**config.mk**
```make
export PLATFORM = sky130hd
export DESIGN_NAME = random_range_gen
export DESIGN_NICKNAME = d
export VERILOG_FILES = /design/src/rtl/random_range_gen.sv
export SDC_FILE = /design/constraint.sdc
export NUM_CORES = 1
export LEC_CHECK = 0
export CORE_MARGIN = 2
export CORE_UTILIZATION = 59
export DETAILED_ROUTE_END_ITERATION = 12
export GPL_TIMING_DRIVEN = 0
export PLACE_DENSITY = 0.82
export SLEW_MARGIN = 15
export SYNTH_ARGS = -nofsm -noshare
export SYNTH_HDL_FRONTEND = slang
export SYNTH_SLANG_ARGS = --single-unit
export TNS_END_PERCENT = 50
```
**constraint.sdc**
```tcl
create_clock -name clk -period 7.4 [get_ports clk]
set_input_delay 1.11 -clock clk [delete_from_list [all_inputs] [get_ports clk]]
set_output_delay 1.11 -clock clk [all_outputs]
set_load 0.1 [all_outputs]
```
**src/rtl/random_range_gen.sv**
```systemverilog
// random_range_gen: Galois LFSR sampled after a fixed number of steps,
// scaled into an inclusive [min_h, max_h] range with a valid/ready output.
module random_range_gen #(
    parameter int unsigned       LFSR_W  = 16,
    parameter logic [LFSR_W-1:0] TAPS    = 16'hB400,
    parameter logic [LFSR_W-1:0] SEED    = 16'hACE1,
    parameter int unsigned       OUT_W   = 8,
    parameter int unsigned       N_SHIFT = 8
) (
    input  logic              clk,
    input  logic              resetn,
    input  logic              seed_load,
    input  logic [LFSR_W-1:0] seed_in,
    input  logic [OUT_W-1:0]  min_h,
    input  logic [OUT_W-1:0]  max_h,
    input  logic              req,
    input  logic              out_ready,
    output logic              out_valid,
    output logic [OUT_W-1:0]  out_height,
    output logic              busy
);

    typedef enum logic [1:0] {
        IDLE,
        SHIFT,
        MAP,
        VALID
    } state_t;

    localparam logic [7:0] CNT_LAST = 8'(N_SHIFT - 1);

    state_t            state;
    logic [7:0]        cnt;
    logic [LFSR_W-1:0] lfsr;
    logic [LFSR_W-1:0] lfsr_step;
    logic [OUT_W-1:0]  r;
    logic [OUT_W:0]    span;
    logic [2*OUT_W:0]  prod;
    logic [OUT_W-1:0]  mapped;
    logic              unused_bits;

    always_comb begin
        lfsr_step = lfsr[0] ? ((lfsr >> 1) ^ TAPS) : (lfsr >> 1);
    end

    // Scale r into [min_h, max_h]: (r * span) >> OUT_W is always < span.
    always_comb begin
        r      = lfsr[OUT_W-1:0];
        span   = {1'b0, max_h} - {1'b0, min_h} + (OUT_W+1)'(1);
        prod   = {{(OUT_W+1){1'b0}}, r} * {{OUT_W{1'b0}}, span};
        mapped = min_h;
        if (min_h <= max_h) begin
            mapped = min_h + prod[2*OUT_W-1:OUT_W];
        end
    end

    assign unused_bits = ^{prod[2*OUT_W], prod[OUT_W-1:0]};

    assign busy = (state != IDLE);

    always_ff @(posedge clk or negedge resetn) begin
        if (!resetn) begin
            lfsr       <= SEED;
            state      <= IDLE;
            cnt        <= '0;
            out_valid  <= 1'b0;
            out_height <= '0;
        end else begin
            if (seed_load) begin
                lfsr <= (seed_in == '0) ? SEED : seed_in;
            end else if (lfsr == '0) begin
                lfsr <= SEED;
            end else begin
                lfsr <= lfsr_step;
            end

            if (seed_load) begin
                state     <= IDLE;
                cnt       <= '0;
                out_valid <= 1'b0;
            end else begin
                case (state)
                    IDLE: begin
                        if (req) begin
                            state <= SHIFT;
                            cnt   <= '0;
                        end
                    end
                    SHIFT: begin
                        cnt <= cnt + 8'd1;
                        if (cnt == CNT_LAST) begin
                            state <= MAP;
                        end
                    end
                    MAP: begin
                        out_height <= mapped;
                        out_valid  <= 1'b1;
                        state      <= VALID;
                    end
                    VALID: begin
                        if (out_ready) begin
                            out_valid <= 1'b0;
                            state     <= IDLE;
                        end
                    end
                    default: state <= IDLE;
                endcase
            end
        end
    end

endmodule

```
# Yosys cells after proc, flatten, opt, wreduce, memory -nomap -nowiden
# Cells that the tools add are included.
# totals
ff_bits	35
inputBits	37
word_cells	46
# op_classes
addsub	4
n_mul	1
magnitude_cmp	1
n_eq_ne	7
mux	16
bitwise_logic	2
reduce_logical	10
# ops
cell	count
16-bit two-way mux	4
16-bit zero test	2
8-bit two-way mux	3
8-bit by 9-bit multiplier with 16-bit output	1
8-bit case mux with 2 select lines	1
9-bit by 1-bit adder with 9-bit output (second input constant)	1
3-bit inequality test (second input constant)	3
8-bit by 8-bit subtractor with 9-bit output	1
8-bit by 1-bit adder with 8-bit output (second input constant)	1
8-bit adder	1
8-bit by 3-bit == test with 1-bit output (second input constant)	1
8-bit less-or-equal comparator	1
2-bit two-way mux	4
2-bit case mux with 4 select lines	1
2-bit AND reduction	3
3-bit nonzero test	2
2-bit == test (second input constant)	2
3-bit inverter with 4-bit output	1
3-bit AND reduction	1
2-bit by 1-bit == test with 1-bit output (second input constant)	1
2-bit zero test	1
1-bit two-way mux	2
1-bit case mux with 2 select lines	1
2-bit nonzero test	1
1-bit inverter	1

# Depth between registers and ports, before layout
# Gate-level depths: netlist of run 1.
# depth
ltp_word	5
depth_mapped	33

# Least setup slack after synthesis of run 1
# OpenSTA, ideal clock, no wires.
# synth_timing
path_type	in2reg
startpoint	input port max_h[1]
endpoint	register out_height[7]
arrival_ps	7509
required_ps	7277
setup_slack_ps	-232
stages	31
n_path_buf	0
path_cell_list	inv_1 -> ha_1 -> inv_1 -> ha_1 -> fa_1 -> a21o_2 -> a21oi_1 -> o21bai_1 -> a21oi_1 -> xnor2_1 -> and2_1 -> fa_1 -> fa_1 -> fa_1 -> inv_1 -> fa_1 -> inv_1 -> ha_1 -> o21a_1 -> nor2_1 -> a21oi_1 -> a21oi_1 -> o21bai_1 -> a21oi_1 -> xnor2_1 -> ha_1 -> o41ai_1 -> xnor2_1 -> xnor3_1 -> mux2i_1 -> nand2_1
# synth_between
elab_chain_len	5
# synth_rtl
item	line	source
start, declared	15	input logic [OUT_W-1:0] max_h,
8-bit by 8-bit subtractor with 9-bit output	49	span = {1'b0, max_h} - {1'b0, min_h} + (OUT_W+1)'(1);
9-bit by 1-bit adder with 9-bit output	49	
8-bit by 9-bit multiplier with 16-bit output	50	prod = {{(OUT_W+1){1'b0}}, r} * {{OUT_W{1'b0}}, span};
8-bit adder	53	mapped = min_h + prod[2*OUT_W-1:OUT_W];
8-bit two-way mux *	52	if (min_h <= max_h) begin
end signal, assigned	96	out_height <= mapped;
end, declared	19	output logic [OUT_W-1:0] out_height,
# Every way passes the cells marked *; elsewhere a longest branch is shown, timed or not.
# A chain may end at the register's enable or synchronous reset.

# Final worst setup path of run 1
# layout_timing
startpoint	input port min_h[6]
endpoint	register out_height[7]
# layout_between
elab_chain_len	5
# layout_rtl
item	line	source
start, declared	14	input logic [OUT_W-1:0] min_h,
8-bit by 8-bit subtractor with 9-bit output	49	
9-bit by 1-bit adder with 9-bit output	49	
8-bit by 9-bit multiplier with 16-bit output	50	
8-bit adder	53	
8-bit two-way mux *	52	
# Marked as above.

==> run summary, run 1 <==
Status: finished with violations
Failing checks: setup timing
Post-detailed-route count of antenna-violating nets: 0
Area of the core: 7687 um^2
Wire length of the first global-routing pass: 19,670 um
Average wire length per cell after detail routing: 19.16 um
Number of global-route vias before repair: 4,167
Max H-tree Level: 2
Global placement routability congestion: 0.8922
Max-Slew Margin vs Limit: 33.31%
Chip Height: 92.63 um
Utilization after layout: 78.97%
Pin count of the biggest net entering global routing: 36
Predominant post-synthesis flop cell: dfrtp_1
Commonest non-fill, non-tap cells in the layout: 56 x inv_1, 48 x ha_1, 47 x and2_1
Worst-case setup margin in the final layout: -0.2760 ns
Cell occurring most often along the worst timing path: fa_1
Antenna violations before repair: 0
Library cell with the largest summed area after synthesis: ha_1
Sum Neg Setup Slack: -0.4870 ns
Number of flops mapped to enable cells by yosys: 0
Total global routing track utilization: 28.98%
Final #Nets: 735
Critical Path Sink Type: flip-flop
Delay of the slowest cell on the worst path: 0.56 ns
Clock Tree Root: clkbuf_8
Data arrival, critical path: 7.86 ns
Req. time, crit path: 7.58 ns
Count of different cell masters after synthesis: 49
Class of the worst hold path: reg2reg
Die Footprint: 8580 um^2
Kind of launch point of the worst setup path: input pin
Clock slew seen by the registers of the worst setup and hold paths: 0.07 ns
Post-synthesis to final-layout area growth: 30.99%
Antenna diode instance count: 0
Number of optimization iterations in the first detailed-route pass: 5
TritonCTS Buffers: 5
Routed WL: 13,240 um
Count of max-cap constraint violations: 0
Proportion of netlist area held by the largest area contributor: 18.36%
IO Count: 47
Time the worst path needs with I/O delays and setup: 7.676 ns
Clock insertion delay at the later pin of the skew report: 0.30 ns
TritonCTS clock tree: built
Post-Synthesis Cells: 501
Clk sinks: 35
Worst slew pin tran: 0.9973 ns
Number of synthesized register bits: 35
F_max: 130.3 MHz
Placed inst area: 5330 um^2
Setup repair after global routing missed its margin: true
Std cell rows: 32
Clock Path Buffers: 2
Category of the most critical setup path: in2reg
Die Width: 92.63 um
Initial core utilization: 60.29%
Half-perimeter wire length of the detailed placement result: 8067 um
Cell area after synthesis: 4634 um^2
Clock skew: 0.007542 ns
Final Cycle Share: 103.7%
Total via count after detailed routing: 4,096
Most common cell after layout, fill and taps aside: inv_1
Share of post-route cells with drive strength above 1: 24.28%
Net count of the mapped netlist: 648
Remaining global-route overflow: 0
Hold Violations, Final: 0
First-iteration detailed-routing DRC count: 231
Design Area, Final: 6071 um^2
Top cells by area, synth: ha_1 18%, fa_1 18%, dfrtp_1 15%
Synthesized area divided by synthesized cell count: 9.250 um^2
DRC violation count after routing: 0
IO buf count: 46
Detailed-route vias per instance: 5.928
Final slew viol count: 0
Register area share after synthesis: 19.11%
Post-synth ARST share: 100.0%
Highest fanout seen on the critical path: 4
Highest-delay cell along the critical path: clkdlybuf4s50_1
Number of synthesis warnings: 0
Setup violation total in the final timing report: 4
what timing repair did:
| item | CTS | global route |
|---|---|---|
| pin swaps | 56 | 50 |
| setup buffers | 19 | 15 |
| endpoints found under the setup margin | 7 | 5 |
| gates resized for setup | 96 | 31 |
| cloned | 0 | 0 |
| hold buffers | 0 | 0 |
stage by stage:
step | worst slack [ns] | hold WS, ns | instances
finish | -0.2760 | 0.5008 | 691
global route | -0.4700 | 0.5237 | 691
CTS | -0.1502 | 0.5002 | 676
detailed placement | -1.358 | 0.4788 | 649
global placement | -1.180 | 0.4667 | 649
floorplan | 0.0007905 | 0.4516 | 501
state kept, by name, summed over array words and instances (netlist names):
register	cells
out_valid	1
out_height	8
cnt	8
lfsr	16
state	2
area by class of cell:
class	count	area, um^2
Inverter	69	264.0
Timing Repair Buffer	80	726.9
Buffer	13	51.30
Multi-Input combinational cell	384	3897
Clock buffer	6	82.58
Clock inverter	2	35.03
Fill cell	476	1617
Tap cell	102	127.6
Sequential cell	35	885.9
kinds of logic after synthesis:
family | synth area share [%]
compound gates | 12.39
xor+xnor | 5.562
fa+ha+maj | 36.50
buf+inv | 6.696
flops | 19.11
mux | 1.836
simple gates | 17.90
metal layers:
layer	part of all wire (%)	global-route usage (%)
met5	0	0
met4	4.5	9.436
met3	4.9	5.696
met2	52	51.03
met1	38	35.80
worst paths after layout:
path                          startpoint            end  slack (ns)  cells past startpoint
hold reg to reg            out_height[0]  out_height[0]        0.50                      2
min in group asynchronous         resetn        lfsr[8]        0.88                      1
hold / removal             out_height[0]  out_height[0]        0.50                      2
setup reg to reg                 lfsr[7]  out_height[7]        1.23                     22
setup / recovery                min_h[6]  out_height[7]       -0.28                     30
max in group asynchronous         resetn         cnt[5]        6.03                      1
synthesized netlist by cell type (5+ instances only):
library cell,n
nand3_1,5
nand2_1,31
and2_2,6
nor2b_1,6
nand2b_1,9
dfstp_2,8
xor2_1,9
a21oi_1,24
ha_1,68
dfrtp_1,27
nand4_1,6
xnor2_1,16
a21o_1,7
nor4_1,8
clkbuf_1,11
and2_1,49
o21ai_0,25
o22a_1,7
inv_1,69
fa_1,42
nor2_1,17
and3_1,6
critical path: cells and delay by family:
kind,cells,cell delay (ns)
xor gates and xnor gates,4,0.84
muxes,1,0.16
AOI/OAI and AO/OA,6,1.26
adders and majority gates,7,2.63
and+or+nand+nor,6,0.86
buffers and inverters,6,1.00
Power of run 1 is not shown: default switching activity piles up to over one toggle a cycle in this logic, so the estimate is an artifact.
==> inputs of run 2 (changes only) <==
--- a/config.mk
+++ b/config.mk
@@ -9,7 +9,7 @@
 export CORE_UTILIZATION = 59
 export DETAILED_ROUTE_END_ITERATION = 12
 export GPL_TIMING_DRIVEN = 0
-export PLACE_DENSITY = 0.82
+export PLACE_DENSITY = 0.93
 export SLEW_MARGIN = 15
 export SYNTH_ARGS = -nofsm -noshare
 export SYNTH_HDL_FRONTEND = slang
==> run 2 against run 1 <==
The run still ends with setup timing left. Utilization decreased by 0.93 points. Highest routed layer unchanged. Register-to-register slack got worse by 0.26 ns. Clock skew grew 0.0042 ns. Count of clock-buffer cells in the layout is 1 lower. Sequential share of layout area increased by 0.17 points.
==> run summary, run 2 (synthesis results as in run 1) <==
Setup violation total in the final timing report: 3
Critical Path Sink Type: flip-flop
Antenna violations before repair: 0
TritonCTS clock tree: built
Total via count after detailed routing: 4,404
Share of post-route cells with drive strength above 1: 22.97%
Kind of launch point of the worst setup path: input pin
Status: finished with violations
Placed Cells incl. Taps: 649
Largest register by flop count: lfsr
Worst slew pin tran: 0.9900 ns
Flip-flop count of the largest register after layout: 16
Initial core utilization: 60.29%
DRC violation count after routing: 0
Global placement routability congestion: 0.9017
Number of global-route vias before repair: 4,692
Setup repair after global routing missed its margin: true
Clock Path Buffers: 2
IO buf count: 46
Regs by FF count: lfsr x16, cnt x8, out_height x8
Area of the core: 7687 um^2
Delay of the slowest cell on the worst path: 0.56 ns
Cell occurring most often along the worst timing path: fa_1
Highest fanout seen on the critical path: 4
Most common cell after layout, fill and taps aside: inv_1
Die Footprint: 8580 um^2
Time the worst path needs with I/O delays and setup: 7.932 ns
F_max: 126.1 MHz
Placed inst area: 5330 um^2
Clock Tree Root: clkbuf_8
Highest-delay cell along the critical path: a2111o_1
Clock insertion delay at the later pin of the skew report: 0.31 ns
Class of the worst hold path: reg2reg
First-iteration detailed-routing DRC count: 510
Final std cells w/o fill: 681
Antenna diode instance count: 0
Half-perimeter wire length of the detailed placement result: 8613 um
Category of the most critical setup path: in2reg
Commonest non-fill, non-tap cells in the layout: 57 x inv_1, 49 x ha_1, 47 x and2_1
Clock skew: 0.01170 ns
Worst-case setup margin in the final layout: -0.5316 ns
Routed WL: 15,740 um
Final #Nets: 725
Average wire length per cell after detail routing: 23.12 um
Post-synthesis to final-layout area growth: 29.45%
Req. time, crit path: 7.60 ns
Sum Neg Setup Slack: -1.059 ns
Failing checks: setup timing
IO Count: 47
TritonCTS Buffers: 5
Design Area, Final: 6000 um^2
Pin count of the biggest net entering global routing: 36
Chip Height: 92.63 um
Std cell rows: 32
Utilization after layout: 78.04%
Wire length of the first global-routing pass: 23,930 um
Total global routing track utilization: 36.15%
Post-CTS Hold Fix Bufs: 0
Count of max-cap constraint violations: 0
Final Cycle Share: 107.2%
Data arrival, critical path: 8.13 ns
Remaining global-route overflow: 0
Clock slew seen by the registers of the worst setup and hold paths: 0.08 ns
Max H-tree Level: 2
Number of optimization iterations in the first detailed-route pass: 7
Final slew viol count: 0
Max-Slew Margin vs Limit: 33.80%
Die Width: 92.63 um
Hold Violations, Final: 0
Register-to-register setup slack: 0.97 ns
Post-detailed-route count of antenna-violating nets: 0
Clk sinks: 35
Detailed-route vias per instance: 6.467
[run 2: cell count changes in the layout (fill, tap and decap cells not counted), sizes merged]
cell and delta:
clkinv +1, buf -8, clkbuf -3
[run 2: worst max-delay path, delay by kind of cell]
family	cells	cell delay, ns
AND/OR/NAND/NOR	3	0.31
multiplexers	1	0.20
AO/OA/AOI/OAI	8	2.07
adder cells (fa/ha/maj)	8	3.07
XOR/XNOR	4	0.98
buffers and inverters	5	0.39
[run 2: area by class of cell]
type / instances / area, um^2
inverter: 69 / 261.5
fill: 423 / 1688
clock buffer: 5 / 68.82
buffer: 13 / 51.30
tap: 102 / 127.6
multi-input combinational: 384 / 3920
clock inverter: 3 / 43.79
timing repair buffer: 70 / 640.6
sequential: 35 / 885.9
[run 2: what timing repair did]
item | CTS | global route
setup endpoints to repair | 7 | 5
setup buffers | 22 | 2
resized for setup | 118 | 12
pin swaps | 56 | 18
[run 2: path summary, 6_finish.rpt]
kind | startpoint | endpoint | cells past startpoint
max | min_h[2] | out_height[7] | 29
min | out_height[4] | out_height[4] | 2
max reg2reg | lfsr[7] | out_height[7] | 22
min reg2reg | out_height[4] | out_height[4] | 2
max in group asynchronous | resetn | state[1] | 1
min in group asynchronous | resetn | lfsr[9] | 1
[run 2: metrics by stage]
stage	hold slack (ns)	worst slack, ns
final	0.4982	-0.5316
after global routing	0.5327	-0.6738
after CTS	0.4971	-0.07324
after detailed placement	0.4743	-1.457
after global placement	0.4707	-1.115
after floorplan	0.4516	0.0007905
[run 2: layer usage]
layer | share of wire, % | track usage (%)
met1 | 35 | 43.47
met3 | 9.2 | 7.242
met4 | 6.5 | 18.87
met2 | 49 | 61.44
met5 | 0 | 0
Power of run 2 is left out for the same reason.
==> inputs of run 3 (changes only) <==
--- a/config.mk
+++ b/config.mk
@@ -5,11 +5,10 @@
 export SDC_FILE = /design/constraint.sdc
 export NUM_CORES = 1
 export LEC_CHECK = 0
-export CORE_MARGIN = 2
-export CORE_UTILIZATION = 59
+export CORE_UTILIZATION = 60
 export DETAILED_ROUTE_END_ITERATION = 12
 export GPL_TIMING_DRIVEN = 0
-export PLACE_DENSITY = 0.93
+export PLACE_DENSITY = 0.95
 export SLEW_MARGIN = 15
 export SYNTH_ARGS = -nofsm -noshare
 export SYNTH_HDL_FRONTEND = slang
==> constraint.sdc (replaced) <==
create_clock -name clk -period 10.2 [get_ports clk]
set_input_delay 1.53 -clock clk [delete_from_list [all_inputs] [get_ports clk]]
set_output_delay 1.53 -clock clk [all_outputs]
set_load 0.1 [all_outputs]
==> run 3 against run 2 <==
The flow now finishes without violations. Count of clock-buffer cells in the layout stayed put. Worst hold slack lost 0.0062 ns. Flip-flop and latch count is the same. Clock skew is 0.0033 ns lower. Utilization decreased by 6.1 points. Cell area shrank 12%. Critical endpoint unchanged. Largest cell class unchanged.
==> run summary, run 3 (synthesis results as in run 1) <==
Fill cell total of the finished layout: 529
Std cell rows: 31
Clk sinks: 35
Number of optimization iterations in the first detailed-route pass: 5
Delay of the slowest cell on the worst path: 0.60 ns
Die Footprint: 8079 um^2
Clock Tree Root: clkbuf_8
Clock Path Buffers: 2
Setup violation total in the final timing report: 0
Average wire length per cell after detail routing: 15.99 um
Total via count after detailed routing: 3,763
F_max: 107.7 MHz
Clock insertion delay at the later pin of the skew report: 0.30 ns
Post-CTS setup buffer count: 0
Routed WL: 10,460 um
Post-detailed-route count of antenna-violating nets: 0
Hold Path Cell Cnt: 2
Commonest non-fill, non-tap cells in the layout: 69 x inv_1, 68 x ha_1, 49 x and2_1
Class of the worst hold path: reg2reg
Data arrival, critical path: 9.46 ns
Critical Path Sink Type: flip-flop
Half-perimeter wire length of the detailed placement result: 8384 um
Global placement routability congestion: 0.8802
TritonCTS clock tree: built
Cell class contributing the biggest share of worst-path delay: adder cells
DRC violation count after routing: 0
Wire length of the first global-routing pass: 18,180 um
Area of the core: 7370 um^2
Buffer and inverter count on the worst path: 5
Worst slew pin tran: 0.9769 ns
Beginning of the worst hold path: out_height[4]
Number of global-route vias before repair: 3,942
Hold Violations, Final: 0
Status: finished, final reports clean
IO Count: 47
Time the worst path needs with I/O delays and setup: 9.286 ns
Total global routing track utilization: 27.69%
Register-to-register setup slack: 3.91 ns
Share of post-route cells with drive strength above 1: 5.946%
Max H-tree Level: 2
Flip-flop count of the largest register after layout: 16
PostCTS Resize Cnt: 0
TritonCTS Buffers: 5
Worst Reg2Reg Path Length in Cells: 22
Chip Height: 89.89 um
Count of max-cap constraint violations: 0
IO buf count: 46
Antenna diode instance count: 0
Clock skew: 0.008360 ns
Clock slew seen by the registers of the worst setup and hold paths: 0.07 ns
Remaining global-route overflow: 0
Critical register-to-register path startpoint: lfsr[7]
Sum Neg Setup Slack: 0 ns
Regs by FF count: lfsr x16, cnt x8, out_height x8
Max-Slew Margin vs Limit: 34.67%
Post-CTS Hold Fix Bufs: 0
Final slew viol count: 0
Initial core utilization: 62.89%
Highest fanout seen on the critical path: 8
Category of the most critical setup path: in2reg
Setup repair after global routing missed its margin: false
Kind of launch point of the worst setup path: input pin
First-iteration detailed-routing DRC count: 335
Capture endpoint of the worst hold path: out_height[4]
R2R Path End: out_height[7]
Highest-delay cell along the critical path: xor2_1
Most common cell after layout, fill and taps aside: inv_1
Largest register by flop count: lfsr
Final #Nets: 701
Final Cycle Share: 91.04%
Antenna violations before repair: 0
Pin count of the biggest net entering global routing: 36
Detailed-route vias per instance: 5.754
Post-synthesis to final-layout area growth: 14.42%
Die Width: 89.89 um
Req. time, crit path: 10.38 ns
==> run 3: area by class of cell <==
type	count	area, um^2	area share, %
Buffer	13	51.30	0.9674
Clock inverter	3	20.02	0.3775
Multi-Input combinational cell	384	3438	64.84
Clock buffer	5	68.82	1.298
Sequential cell	35	885.9	16.71
Tap cell	99	123.9	2.336
Timing Repair Buffer	46	455.4	8.589
Inverter	69	259.0	4.884
==> run 3: how the worst max path moves through the flow <==
stage | startpoint | to | slack [ns] | cells after the start
floorplan | max_h[1] | out_height[7] | 2.15 | 31
global placement | min_h[5] | out_height[7] | 0.87 | 29
detailed placement | min_h[5] | out_height[7] | 0.66 | 29
CTS | min_h[5] | out_height[7] | 0.95 | 29
global route | min_h[1] | out_height[7] | 0.49 | 31
finish | min_h[5] | out_height[7] | 0.91 | 29
==> run 3: per-layer routing <==
metal  vias to the layer above  GRT usage [%]  routed length, um
met5                         -              0                  0
met4                         0          9.543                244
met3                        25          3.046                497
met2                       127          50.64               5535
met1                      1830          33.87               4181
li1                       1781              -                  -
==> run 3: metrics by stage <==
stage | util, % | setup slack, ns | hold WS (ns) | std cells | area (um^2)
floorplan | - | 2.148 | 0.4516 | 501 | 4634
global placement | 70.81 | 0.8706 | 0.4763 | 646 | 5219
detailed placement | 70.75 | 0.6572 | 0.4774 | 646 | 5214
CTS | 71.95 | 0.9492 | 0.5017 | 654 | 5303
global route | 71.95 | 0.4912 | 0.5298 | 654 | 5303
finish | 71.95 | 0.9141 | 0.4920 | 654 | 5303
==> run 3: tightest hold or removal path, delay by kind of cell (launching register included) <==
| family | cells | cell delay, ns |
|---|---|---|
| flip-flops | 1 | 0.35 |
| AND/OR/NAND/NOR | 1 | 0.05 |
| AO/OA/AOI/OAI | 1 | 0.06 |
Power of run 3 is left out for the same reason.
